--- src/rtl/multicycle_control_fsm_if.sv ---
// Control bundle between the multicycle control FSM (master) and the datapath (slave).
interface multicycle_control_fsm_if;
  logic [5:0] opcode;
  logic [5:0] funct;
  logic       isZero;
  logic [2:0] ALUoperations;
  logic [1:0] ALUSrcA;
  logic [1:0] ALUSrcB;
  logic       IorD;
  logic       MemRead;
  logic       MemWrite;
  logic       IRWrite;
  logic       RegDst;
  logic       MemtoReg;
  logic       RegWrite;
  logic [1:0] PCSrc;
  logic       pc_en;
  logic       illegal_instr;
  logic [3:0] state_out;

  modport master (
    input  opcode, funct, isZero,
    output ALUoperations, ALUSrcA, ALUSrcB, IorD, MemRead, MemWrite, IRWrite,
           RegDst, MemtoReg, RegWrite, PCSrc, pc_en, illegal_instr, state_out
  );

  modport slave (
    output opcode, funct, isZero,
    input  ALUoperations, ALUSrcA, ALUSrcB, IorD, MemRead, MemWrite, IRWrite,
           RegDst, MemtoReg, RegWrite, PCSrc, pc_en, illegal_instr, state_out
  );
endinterface

--- src/rtl/multicycle_control_fsm.sv ---
// Multicycle MIPS main control FSM: Moore decode of state plus opcode/funct, Mealy pc_en in BEQEX/BNEEX.
// Optional bne support is enabled by defining the macro BNE_SUPPORT_EN.
module multicycle_control_fsm #(
  parameter int ILLEGAL_TRAP = 0
) (
  input  logic                          clk,
  input  logic                          reset,
  multicycle_control_fsm_if.master      bus
);

  typedef enum logic [3:0] {
    S_FETCH   = 4'd0,
    S_DECODE  = 4'd1,
    S_MEMADR  = 4'd2,
    S_MEMRD   = 4'd3,
    S_MEMWB   = 4'd4,
    S_MEMWR   = 4'd5,
    S_RTYPEEX = 4'd6,
    S_RTYPEWB = 4'd7,
    S_BEQEX   = 4'd8,
    S_ADDIEX  = 4'd9,
    S_ADDIWB  = 4'd10,
    S_JEX     = 4'd11,
    S_BNEEX   = 4'd12,
    S_HALT    = 4'd15
  } state_t;

  localparam logic [5:0] OP_RTYPE = 6'b000000;
  localparam logic [5:0] OP_LW    = 6'b100011;
  localparam logic [5:0] OP_SW    = 6'b101011;
  localparam logic [5:0] OP_BEQ   = 6'b000100;
  localparam logic [5:0] OP_ADDI  = 6'b001000;
  localparam logic [5:0] OP_J     = 6'b000010;
`ifdef BNE_SUPPORT_EN
  localparam logic [5:0] OP_BNE   = 6'b000101;
`endif

  typedef struct packed {
    logic       legal;
    logic       shift;
    logic [2:0] op;
  } funct_dec_t;

  function automatic funct_dec_t decode_funct(input logic [5:0] f);
    funct_dec_t d;
    d = '{legal: 1'b1, shift: 1'b0, op: 3'b010};
    case (f)
      6'b100000: d.op = 3'b010;
      6'b100010: d.op = 3'b110;
      6'b100100: d.op = 3'b000;
      6'b100101: d.op = 3'b001;
      6'b101010: d.op = 3'b111;
      6'b100111: d.op = 3'b011;
      6'b000000: begin d.op = 3'b100; d.shift = 1'b1; end
      6'b000010: begin d.op = 3'b101; d.shift = 1'b1; end
      default:   d.legal = 1'b0;
    endcase
    return d;
  endfunction

  state_t     r_state;
  state_t     w_next;
  funct_dec_t w_fd;
  logic [2:0] w_aluop;
  logic [1:0] w_srca, w_srcb, w_pcsrc;
  logic       w_iord, w_memrd, w_memwr, w_irwr, w_regdst, w_memtoreg, w_regwr;
  logic       w_pcen, w_illegal;

  always_ff @(posedge clk) begin
    if (reset) r_state <= S_FETCH;
    else       r_state <= w_next;
  end

  always_comb begin
    w_next     = S_FETCH;
    w_fd       = decode_funct(bus.funct);
    w_aluop    = 3'b010;
    w_srca     = 2'b00;
    w_srcb     = 2'b00;
    w_pcsrc    = 2'b00;
    w_iord     = 1'b0;
    w_memrd    = 1'b0;
    w_memwr    = 1'b0;
    w_irwr     = 1'b0;
    w_regdst   = 1'b0;
    w_memtoreg = 1'b0;
    w_regwr    = 1'b0;
    w_pcen     = 1'b0;
    w_illegal  = 1'b0;
    case (r_state)
      S_FETCH: begin
        w_memrd = 1'b1;
        w_irwr  = 1'b1;
        w_srcb  = 2'b01;
        w_pcen  = 1'b1;
        w_next  = S_DECODE;
      end
      S_DECODE: begin
        w_srcb = 2'b11;
        case (bus.opcode)
          OP_LW, OP_SW: w_next = S_MEMADR;
          OP_RTYPE:     w_next = S_RTYPEEX;
          OP_BEQ:       w_next = S_BEQEX;
          OP_ADDI:      w_next = S_ADDIEX;
          OP_J:         w_next = S_JEX;
`ifdef BNE_SUPPORT_EN
          OP_BNE:       w_next = S_BNEEX;
`endif
          default: begin
            w_illegal = 1'b1;
            w_next    = (ILLEGAL_TRAP != 0) ? S_HALT : S_FETCH;
          end
        endcase
      end
      S_MEMADR: begin
        w_srca = 2'b01;
        w_srcb = 2'b10;
        w_next = (bus.opcode == OP_LW) ? S_MEMRD : S_MEMWR;
      end
      S_MEMRD: begin
        w_memrd = 1'b1;
        w_iord  = 1'b1;
        w_next  = S_MEMWB;
      end
      S_MEMWB: begin
        w_regwr    = 1'b1;
        w_memtoreg = 1'b1;
      end
      S_MEMWR: begin
        w_memwr = 1'b1;
        w_iord  = 1'b1;
      end
      S_RTYPEEX: begin
        w_srca    = w_fd.shift ? 2'b10 : 2'b01;
        w_aluop   = w_fd.op;
        w_illegal = ~w_fd.legal;
        w_next    = S_RTYPEWB;
      end
      S_RTYPEWB: begin
        // funct is held by the IR, so legality is re-derived here to suppress the write
        w_regdst = 1'b1;
        w_regwr  = w_fd.legal;
      end
      S_BEQEX: begin
        w_srca  = 2'b01;
        w_aluop = 3'b110;
        w_pcsrc = 2'b01;
        w_pcen  = bus.isZero;
      end
`ifdef BNE_SUPPORT_EN
      S_BNEEX: begin
        w_srca  = 2'b01;
        w_aluop = 3'b110;
        w_pcsrc = 2'b01;
        w_pcen  = ~bus.isZero;
      end
`endif
      S_ADDIEX: begin
        w_srca = 2'b01;
        w_srcb = 2'b10;
        w_next = S_ADDIWB;
      end
      S_ADDIWB: w_regwr = 1'b1;
      S_JEX: begin
        w_pcsrc = 2'b10;
        w_pcen  = 1'b1;
      end
      S_HALT:  w_next = S_HALT;
      default: w_next = S_FETCH;
    endcase
  end

  assign bus.ALUoperations = w_aluop;
  assign bus.ALUSrcA       = w_srca;
  assign bus.ALUSrcB       = w_srcb;
  assign bus.IorD          = w_iord;
  assign bus.MemRead       = w_memrd;
  assign bus.MemWrite      = w_memwr;
  assign bus.IRWrite       = w_irwr;
  assign bus.RegDst        = w_regdst;
  assign bus.MemtoReg      = w_memtoreg;
  assign bus.RegWrite      = w_regwr;
  assign bus.PCSrc         = w_pcsrc;
  assign bus.pc_en         = w_pcen;
  assign bus.illegal_instr = w_illegal;
  assign bus.state_out     = r_state;

endmodule

--- src/flat_wrapper.sv ---
// flat-port wrapper written by rule: the top's interface ports become plain ports
module multicycle_control_fsm_flat 
#(
  parameter int ILLEGAL_TRAP = 0
)
  (clk, reset, bus_opcode, bus_funct, bus_isZero, bus_ALUoperations, bus_ALUSrcA, bus_ALUSrcB, bus_IorD, bus_MemRead, bus_MemWrite, bus_IRWrite, bus_RegDst, bus_MemtoReg, bus_RegWrite, bus_PCSrc, bus_pc_en, bus_illegal_instr, bus_state_out);
  multicycle_control_fsm_if bus_i ();
  input  logic clk;
  input  logic reset;
  input wire logic [$bits(bus_i.opcode)-1:0] bus_opcode;
  input wire logic [$bits(bus_i.funct)-1:0] bus_funct;
  input wire logic [$bits(bus_i.isZero)-1:0] bus_isZero;
  output wire logic [$bits(bus_i.ALUoperations)-1:0] bus_ALUoperations;
  output wire logic [$bits(bus_i.ALUSrcA)-1:0] bus_ALUSrcA;
  output wire logic [$bits(bus_i.ALUSrcB)-1:0] bus_ALUSrcB;
  output wire logic [$bits(bus_i.IorD)-1:0] bus_IorD;
  output wire logic [$bits(bus_i.MemRead)-1:0] bus_MemRead;
  output wire logic [$bits(bus_i.MemWrite)-1:0] bus_MemWrite;
  output wire logic [$bits(bus_i.IRWrite)-1:0] bus_IRWrite;
  output wire logic [$bits(bus_i.RegDst)-1:0] bus_RegDst;
  output wire logic [$bits(bus_i.MemtoReg)-1:0] bus_MemtoReg;
  output wire logic [$bits(bus_i.RegWrite)-1:0] bus_RegWrite;
  output wire logic [$bits(bus_i.PCSrc)-1:0] bus_PCSrc;
  output wire logic [$bits(bus_i.pc_en)-1:0] bus_pc_en;
  output wire logic [$bits(bus_i.illegal_instr)-1:0] bus_illegal_instr;
  output wire logic [$bits(bus_i.state_out)-1:0] bus_state_out;
  assign bus_i.opcode = bus_opcode;
  assign bus_i.funct = bus_funct;
  assign bus_i.isZero = bus_isZero;
  assign bus_ALUoperations = bus_i.ALUoperations;
  assign bus_ALUSrcA = bus_i.ALUSrcA;
  assign bus_ALUSrcB = bus_i.ALUSrcB;
  assign bus_IorD = bus_i.IorD;
  assign bus_MemRead = bus_i.MemRead;
  assign bus_MemWrite = bus_i.MemWrite;
  assign bus_IRWrite = bus_i.IRWrite;
  assign bus_RegDst = bus_i.RegDst;
  assign bus_MemtoReg = bus_i.MemtoReg;
  assign bus_RegWrite = bus_i.RegWrite;
  assign bus_PCSrc = bus_i.PCSrc;
  assign bus_pc_en = bus_i.pc_en;
  assign bus_illegal_instr = bus_i.illegal_instr;
  assign bus_state_out = bus_i.state_out;
  multicycle_control_fsm #(.ILLEGAL_TRAP(ILLEGAL_TRAP)) u_core (.clk(clk), .reset(reset), .bus(bus_i));
endmodule
--- config.mk ---
export PLATFORM = sky130hd
export DESIGN_NAME = multicycle_control_fsm_flat
export DESIGN_NICKNAME = d
export VERILOG_FILES = /design/src/rtl/multicycle_control_fsm_if.sv /design/src/rtl/multicycle_control_fsm.sv /design/src/flat_wrapper.sv
export SDC_FILE = /design/constraint.sdc
export NUM_CORES = 1
export LEC_CHECK = 0
export ABC_AREA = 0
export CAP_MARGIN = 10
export CORE_MARGIN = 1
export CORE_UTILIZATION = 40
export DETAILED_ROUTE_END_ITERATION = 12
export GPL_TIMING_DRIVEN = 0
export PLACE_DENSITY = 0.9
export REMOVE_ABC_BUFFERS = 1
export SETUP_SLACK_MARGIN = 0.02
export SLEW_MARGIN = 25
export SYNTH_ARGS = -nofsm -noshare
export SYNTH_HDL_FRONTEND = slang
export SYNTH_SLANG_ARGS = --single-unit
--- constraint.sdc ---
create_clock -name clk -period 4.2 [get_ports clk]
set_clock_uncertainty 0.15 [all_clocks]
set_input_delay 0.84 -clock clk [delete_from_list [all_inputs] [get_ports clk]]
set_output_delay 0.84 -clock clk [all_outputs]
set_load 0.005 [all_outputs]
After elaboration in Yosys (flattened, before gate mapping)
Cells that the tools add are included.

Register bits: 4. Input bits: 15. Output and inout port bits: 22. Logic and storage cells: 60.

Equality and inequality tests: 24. Mux-type cells: 21. Bitwise logic cells: 1. Reduce and logical (&&, ||, !) cells: 13.

Operator list (number): $eq A6 B6 Y1 const B (8); $pmux W4 S7 (1); $pmux W3 S7 (1); $eq A4 B4 Y1 const B (5); $pmux W4 S5 (1); $eq A4 B3 Y1 const B (4); $reduce_or A2 Y1 (7); $eq A6 B2 Y1 const B (2); $logic_not A6 Y1 (2); $mux W1 (9); $eq A4 B2 Y1 const B (2); $pmux W2 S2 (2); $reduce_or A8 Y1 (1); $eq A6 B3 Y1 const B (1); $eq A6 B4 Y1 const B (1); $pmux W1 S2 (3); $pmux W2 S3 (1); $pmux W3 S2 (1); $reduce_or A6 Y1 (1); $eq A4 B1 Y1 const B (1); $logic_not A4 Y1 (1); $mux W3 (1); $reduce_or A3 Y1 (1); $mux W2 (1); $not A1 Y1 (1).

Longest topological paths before layout
Gate-level depths: netlist of the first run.

Depth after elaboration: 5. Mapped depth: 5. Gate-level depth less buffers: 4.

Worst setup path before layout of the first run
OpenSTA, ideal clock, no wires.

Kind: in2out. Start: in bus_opcode[3]. End: out bus_illegal_instr. Data arrival time: 1.755 ns. Slack: 1.455 ns. Cell stages on the path: 5. Buffers on the path: 1. Cell sequence: clkbuf_1 maj3_1 o22a_2 o21ai_0 o21ai_0.

Word-level cells in the longest chain between the ends: 4. Elaborated cells on any way between the ends: 9.

Ends and longest elaborated chain: start, declared (line flat_wrapper.sv:10) `input wire logic [$bits(bus_i.opcode)-1:0] bus_opcode;`; $eq A6 B6 Y1, or another cell as far along (line multicycle_control_fsm.sv:100) `case (bus.opcode)`; $reduce_or A6 Y1 (no source line) (*); $mux W1 (*) (line multicycle_control_fsm.sv:100); $pmux W1 S2 (*) (line multicycle_control_fsm.sv:90) `case (r_state)`; end, declared (line flat_wrapper.sv:25) `output wire logic [$bits(bus_i.illegal_instr)-1:0] bus_illegal_instr;`.

Mark *: on every way between the ends. The rest lies on a longest branch, timed or not.

Worst setup path in the final report of the first run
Ends and elaborated chain as after synthesis.

==> flow_summary.toml, run 1 <==
[sta]
timing.final.hold_violations = 0
max_freq_mhz = 271
finalSetupViolCount = 0
grt_setup_unrepaired = "no"
finalMaxSlewViolations = 0
hold_slack_ns = 0.544
fin_crit_ns = 3.70
relSlewSlack = 0.520
tightest_slew_ns = 0.719
tns_ns = 0
fin_ws_ns = 0.504
period_share = 0.880

[synthesis]
synthArstFlopShare = 0
yosys_warnings = 0
synth_edf_count = 0
synth_seq_cells = 4
post-synth-top-count-cell = "nor2_1"
avgSynthCellArea_um2 = 6.62
yosysTopAreaCell = "dfxtp_1"
syn_inst = 96
ys_top_cells_by_count = "nor2_1, a21oi_1, nand2b_1"
synth_cell_types = 39
synth_top_area_share = 0.126
synth_area_leaders = "dfxtp_1, nand2b_1, a21oi_1"
ys.flop_type = "dfxtp_1"
yosysSeqAreaShare = 0.126
syn_area_um2 = 636

[detailed_routing]
drtIter0Drc = 60
avgRoutedWirePerCell_um = 14.7
ant_nets = 0
vias = 895
post-route-drc-count = 0
viasPerCell = 6.26
first_pass_iters = 5
drt_wl_total_mm = 2.10

[floorplan]
start_util = 0.427
die-width_um = 41.9
coreArea_mm2 = 0.00149
ioPinCount = 37
row_count = 14
die_y_um = 41.9
dieArea_mm2 = 0.00175

[layout]
fill_cells = 131
fin_nets = 144
diodes = 0
fin_cells = 143
drive_gt1_frac = 0.0472
largest_reg_flops = 4
syn2layout_area_growth_pct = 56.9

[critical_path]
cp_cell_sequence = "clkdlybuf4s50_1 -> maj3_1 -> o22a_2 -> o21ai_0 -> o21ai_0 -> clkdlybuf4s50_1"
r2r_setup_slack_ns = 2.37
worstPathRequired_ns = 3.21
crit_path_max_incr_delay_ns = 0.54
cp-end-kind = "primary output"
cp_max_fo = 7
worstPathArrival_ns = 2.71
worstSetupPathType = "input port to primary output"
startpoint_type = "input port"
critPathSlowestCell = "clkdlybuf4s50_1"

[clock_network]
post_cts_buffers = 0
insertion_delay_ns = 0.24
ctsHoldBuffers = 0
cts.clk_slew.worst_paths_ns = 0.04
ctsResizeCount = 0
cts_sinks = 4
cts_max_level = 1
root_buffer = "clkbuf_4"
cts_buffers = 3
tritoncts = "yes"
ctsLongestPathBuffers = 2

[place]
routabilityCongestion = 0.919
port_buffers = 36
dp_cells = 140
hpwl_mm = 1.55
pre_cts_slack_ns = 0.532

[global_route]
grt_max_degree = 23
grt_pass1_vias = 775
grt_pass1_wl_mm = 3.57
overflow = 0
track_usage = 0.256
antenna_found_initial = 0

[job]
maxCapViolCount = 0

[power]
p_leak_uw = 0.000328
powerDensity_mw_per_mm2 = 156
irDropWorstVdd_mv = 0.0654

[hold_path]
hold_path_class = "flip-flop to flip-flop"

[status]
status = "finished clean"
routing by layer:
layer  GRT usage  wire length [µm]  vias up
li1            -                 -      426
met1       0.331               840      412
met2       0.438              1080       50
met3      0.0304               151        7
met4      0.0839                31        0
met5           0                 0        -
area by class of cell:
class,instances,area [µm²],share of cell area
Inverter,2,7.51,0.00753
Timing Repair Buffer,36,360,0.361
Multi-Input combinational cell,82,507,0.508
Sequential cell,4,80.1,0.0803
Tap cell,16,20.0,0.0201
Clock buffer,3,22.5,0.0226
where the power goes:
part	switching [µW]	internal [µW]
logic	26.4	34.6
clock network	19.0	32.2
registers	4.35	39.3
total	49.8	106
metrics by stage:
step	instance area, µm²	power [µW]	util
6_report	997	156	0.670
5_1_grt	997	164	0.670
4_1_cts	997	155	0.670
3_5_place_dp	975	104	0.655
3_3_place_gp	975	102	0.655
2_1_floorplan	594	66.5	-
worst max-delay path, delay by kind of cell:
family	cells	cell delay (ns)
compound gates	3	0.47
fa+ha+maj	1	0.40
buf+inv	2	0.99
cell families after synthesis:
family / Yosys count / share of synthesized area
fa+ha+maj: 1 / 0.0157
buf+inv: 10 / 0.0768
flops: 4 / 0.126
simple gates: 48 / 0.423
mux: 1 / 0.0157
compound gates: 29 / 0.301
xor+xnor: 3 / 0.0413
layout by cell type (no fill, tap or decap), types with 3 or more instances in the layout:
cell / n
a21oi_1: 8
clkbuf_4: 3
clkdlybuf4s50_1: 36
dfxtp_1: 4
nand2_1: 6
nand2b_1: 7
nand3b_1: 3
nor2_1: 9
nor3_1: 5
nor4_1: 6
o21ai_0: 5
path summary, 6_finish.rpt:
path                                               from                       to  depth (start not counted)
worst max-delay path                      bus_opcode[3]        bus_illegal_instr                          6
worst min-delay path            u_core.bus.state_out[0]  u_core.bus.state_out[0]                          2
worst max register to register  u_core.bus.state_out[1]  u_core.bus.state_out[2]                          3
worst min register to register  u_core.bus.state_out[0]  u_core.bus.state_out[0]                          2
Note: power is estimated with default switching activity, not from simulation.
==> run 2: changes to the inputs <==
Settings changed: ABC_AREA 0 to 1, CORE_UTILIZATION 40 to 33, PLACE_DENSITY 0.9 to 0.81.
Clock period 4.2 ns to 3.3 ns, I/O delays scaled along.
==> run 2 against run 1 <==
Effect of this change: flip-flop and latch count did not move; largest power group unchanged; first-iteration DRC count fell by 67%; final cell count rose by 33%; die area rose by 16%; sequential power rose by 20%; hold slack got worse by 0.017 ns; largest cell class unchanged; total power rose by 19%.
==> flow_summary.toml, run 2 <==
[status]
status = "finished clean"

[clock_network]
cts_max_level = 1
tritoncts = "yes"
root_buffer = "clkbuf_4"
ctsLongestPathBuffers = 2
cts_buffers = 3
insertion_delay_ns = 0.23
cts_sinks = 4
cts.clk_slew.worst_paths_ns = 0.04

[power]
p_int_uw = 130
powerDensity_mw_per_mm2 = 176
irDropWorstVdd_mv = 0.104
pwr-share-seq = 0.283
combinationalPowerShare = 0.400
swShare = 0.298
p_switching_uw = 55.2
p_leak_uw = 0.000541
p_clk_frac = 0.317

[synthesis]
yosysTopAreaCell = "nor2_1"
synthArstFlopShare = 0
syn_inst = 126
yosys_warnings = 0
synth_area_leaders = "nor2_1, nand2_1, dfxtp_1"
synth_compound_area_frac = 0.0961
synth_top_family_by_area = "simple AND/OR/NAND/NOR gates"
yosysSeqAreaShare = 0.131
synth_top_area_share = 0.209
synth_edf_count = 0
ys.flop_type = "dfxtp_1"
syn_area_um2 = 612
yosys.area_share.simple = 0.636
synthMuxAreaShare = 0
ys_top_cells_by_count = "nor2_1, nand2_1, inv_1"
avgSynthCellArea_um2 = 4.86
synth_fa_ha_area_frac = 0
synth_cell_types = 16
synth_xor_area_frac = 0
post-synth-top-count-cell = "nor2_1"
synth_seq_cells = 4

[layout]
layout.cells.most_common_list = "clkdlybuf4s50_1, nor2_1, nand2_1"
syn2layout_area_growth_pct = 71.4
largest_reg_flops = 4
fin_nets = 182
layout_commonest_cell = "clkdlybuf4s50_1"
drive_gt1_frac = 0.0970
diodes = 0
fin_cells = 190

[sta]
period_share = 0.945
tns_ns = 0
tightest_slew_ns = 0.330
fin_crit_ns = 3.12
relSlewSlack = 0.779
timing.final.hold_violations = 0
max_freq_mhz = 321
finalSetupViolCount = 0
finalMaxSlewViolations = 0
grt_setup_unrepaired = "no"

[critical_path]
rr_worst_depth = 9
path_depth = 8
crit_path_max_incr_delay_ns = 0.52
cp_max_fo = 4
crit_path_frequent_cell = "nand2_1"
startpoint_type = "input port"
worstPathArrival_ns = 2.31
worstPathRequired_ns = 2.49
critPathSlowestCell = "clkdlybuf4s50_1"
crit_buf_inv = 3
cp-end-kind = "primary output"
critPathTopFamily = "buffers and inverters"
worstSetupPathType = "input port to primary output"
cp_cell_sequence = "clkdlybuf4s50_1 -> nand2_1 -> nor2_2 -> nand2_1 -> nand2_1 -> inv_1 -> o22ai_1 -> clkdlybuf4s50_1"

[place]
hpwl_mm = 1.45
port_buffers = 36
routabilityCongestion = 0.870
dp_cells = 187

[detailed_routing]
vias = 916
viasPerCell = 4.82
avgRoutedWirePerCell_um = 9.53
drt_wl_total_mm = 1.81
ant_nets = 0
post-route-drc-count = 0
drtIter0Drc = 20
first_pass_iters = 5

[floorplan]
start_util = 0.354
die-width_um = 45.1
coreArea_mm2 = 0.00173
ioPinCount = 37
dieArea_mm2 = 0.00203
die_y_um = 45.1
row_count = 15

[job]
maxCapViolCount = 0

[global_route]
grt_max_degree = 7
track_usage = 0.181
antenna_found_initial = 0
grt_pass1_wl_mm = 2.87
grt_pass1_vias = 786
overflow = 0

[hold_path]
hold_path_class = "flip-flop to flip-flop"
min_path_cells = 3
[run 2: layer usage]
| layer | vias up | GRT usage | part of all wire |
|---|---|---|---|
| met4 | 0 | 0.0364 | 0.019 |
| met3 | 4 | 0.0120 | 0.068 |
| li1 | 477 | - | - |
| met1 | 398 | 0.243 | 0.45 |
| met2 | 37 | 0.316 | 0.46 |
| met5 | - | 0 | 0 |
[run 2: what timing repair did]
item	CTS	global route
setup buffers	0	0
hold buffers	0	0
endpoints found under the setup margin	0	1
endpoints found under the hold margin	0	0
gates resized for setup	0	7
[run 2: cells by family (layout without fill, tap and decap cells)]
logic type,Yosys count,count (layout)
AND/OR/NAND/NOR,89,89
flip-flops,4,4
buffers and inverters,22,61
AO/OA/AOI/OAI,11,11
[run 2: path summary, 6_finish.rpt]
kind / start / end / slack (ns)
max: bus_funct[1] / bus_ALUoperations[2] / 0.18
min: u_core.bus.state_out[0] / u_core.bus.state_out[0] / 0.53
max reg2reg: u_core.bus.state_out[3] / u_core.bus.state_out[1] / 1.92
min reg2reg: u_core.bus.state_out[0] / u_core.bus.state_out[0] / 0.53
[run 2: power by group through the flow]
stage               logic (µW)  clock network [µW]  registers [µW]
CTS                       71.4                60.4            52.4
floorplan                 29.1                   0            53.0
finish                    74.0                58.6            52.4
global placement          69.4                   0            53.0
global route              81.7                60.0            52.6
detailed placement        71.0                   0            53.1
[run 2: metrics by stage]
step                 util  hold slack, ns  power [µW]  setup slack, ns  instance area (µm²)
finish              0.607           0.526         185            0.182                 1050
global route        0.607           0.560         194           0.0915                 1050
CTS                 0.594           0.527         184           0.0918                 1030
detailed placement  0.581           0.519         124           0.0863                 1000
global placement    0.581           0.489         122            0.151                 1000
floorplan               -           0.462        82.1             1.18                  612
[run 2: final cells by class]
cell class,count,area (µm²)
inverter,22,83.8
fill,175,678
tap,25,31.3
timing repair buffer,36,365
clock buffer,3,22.5
sequential,4,80.1
multi-input combinational,100,465
[run 2: worst reg2reg max path, delay by kind of cell, from the launching register on]
kind / cells / cell delay, ns
flip-flops: 1 / 0.37
buffers and inverters: 3 / 0.21
AND/OR/NAND/NOR: 6 / 0.53
==> run 3: changes to the inputs <==
Settings changed: CTS_CLUSTER_SIZE set to 12.
==> results of run 3 <==
The final DEF is identical to that of run 2; final timing and power are the same.
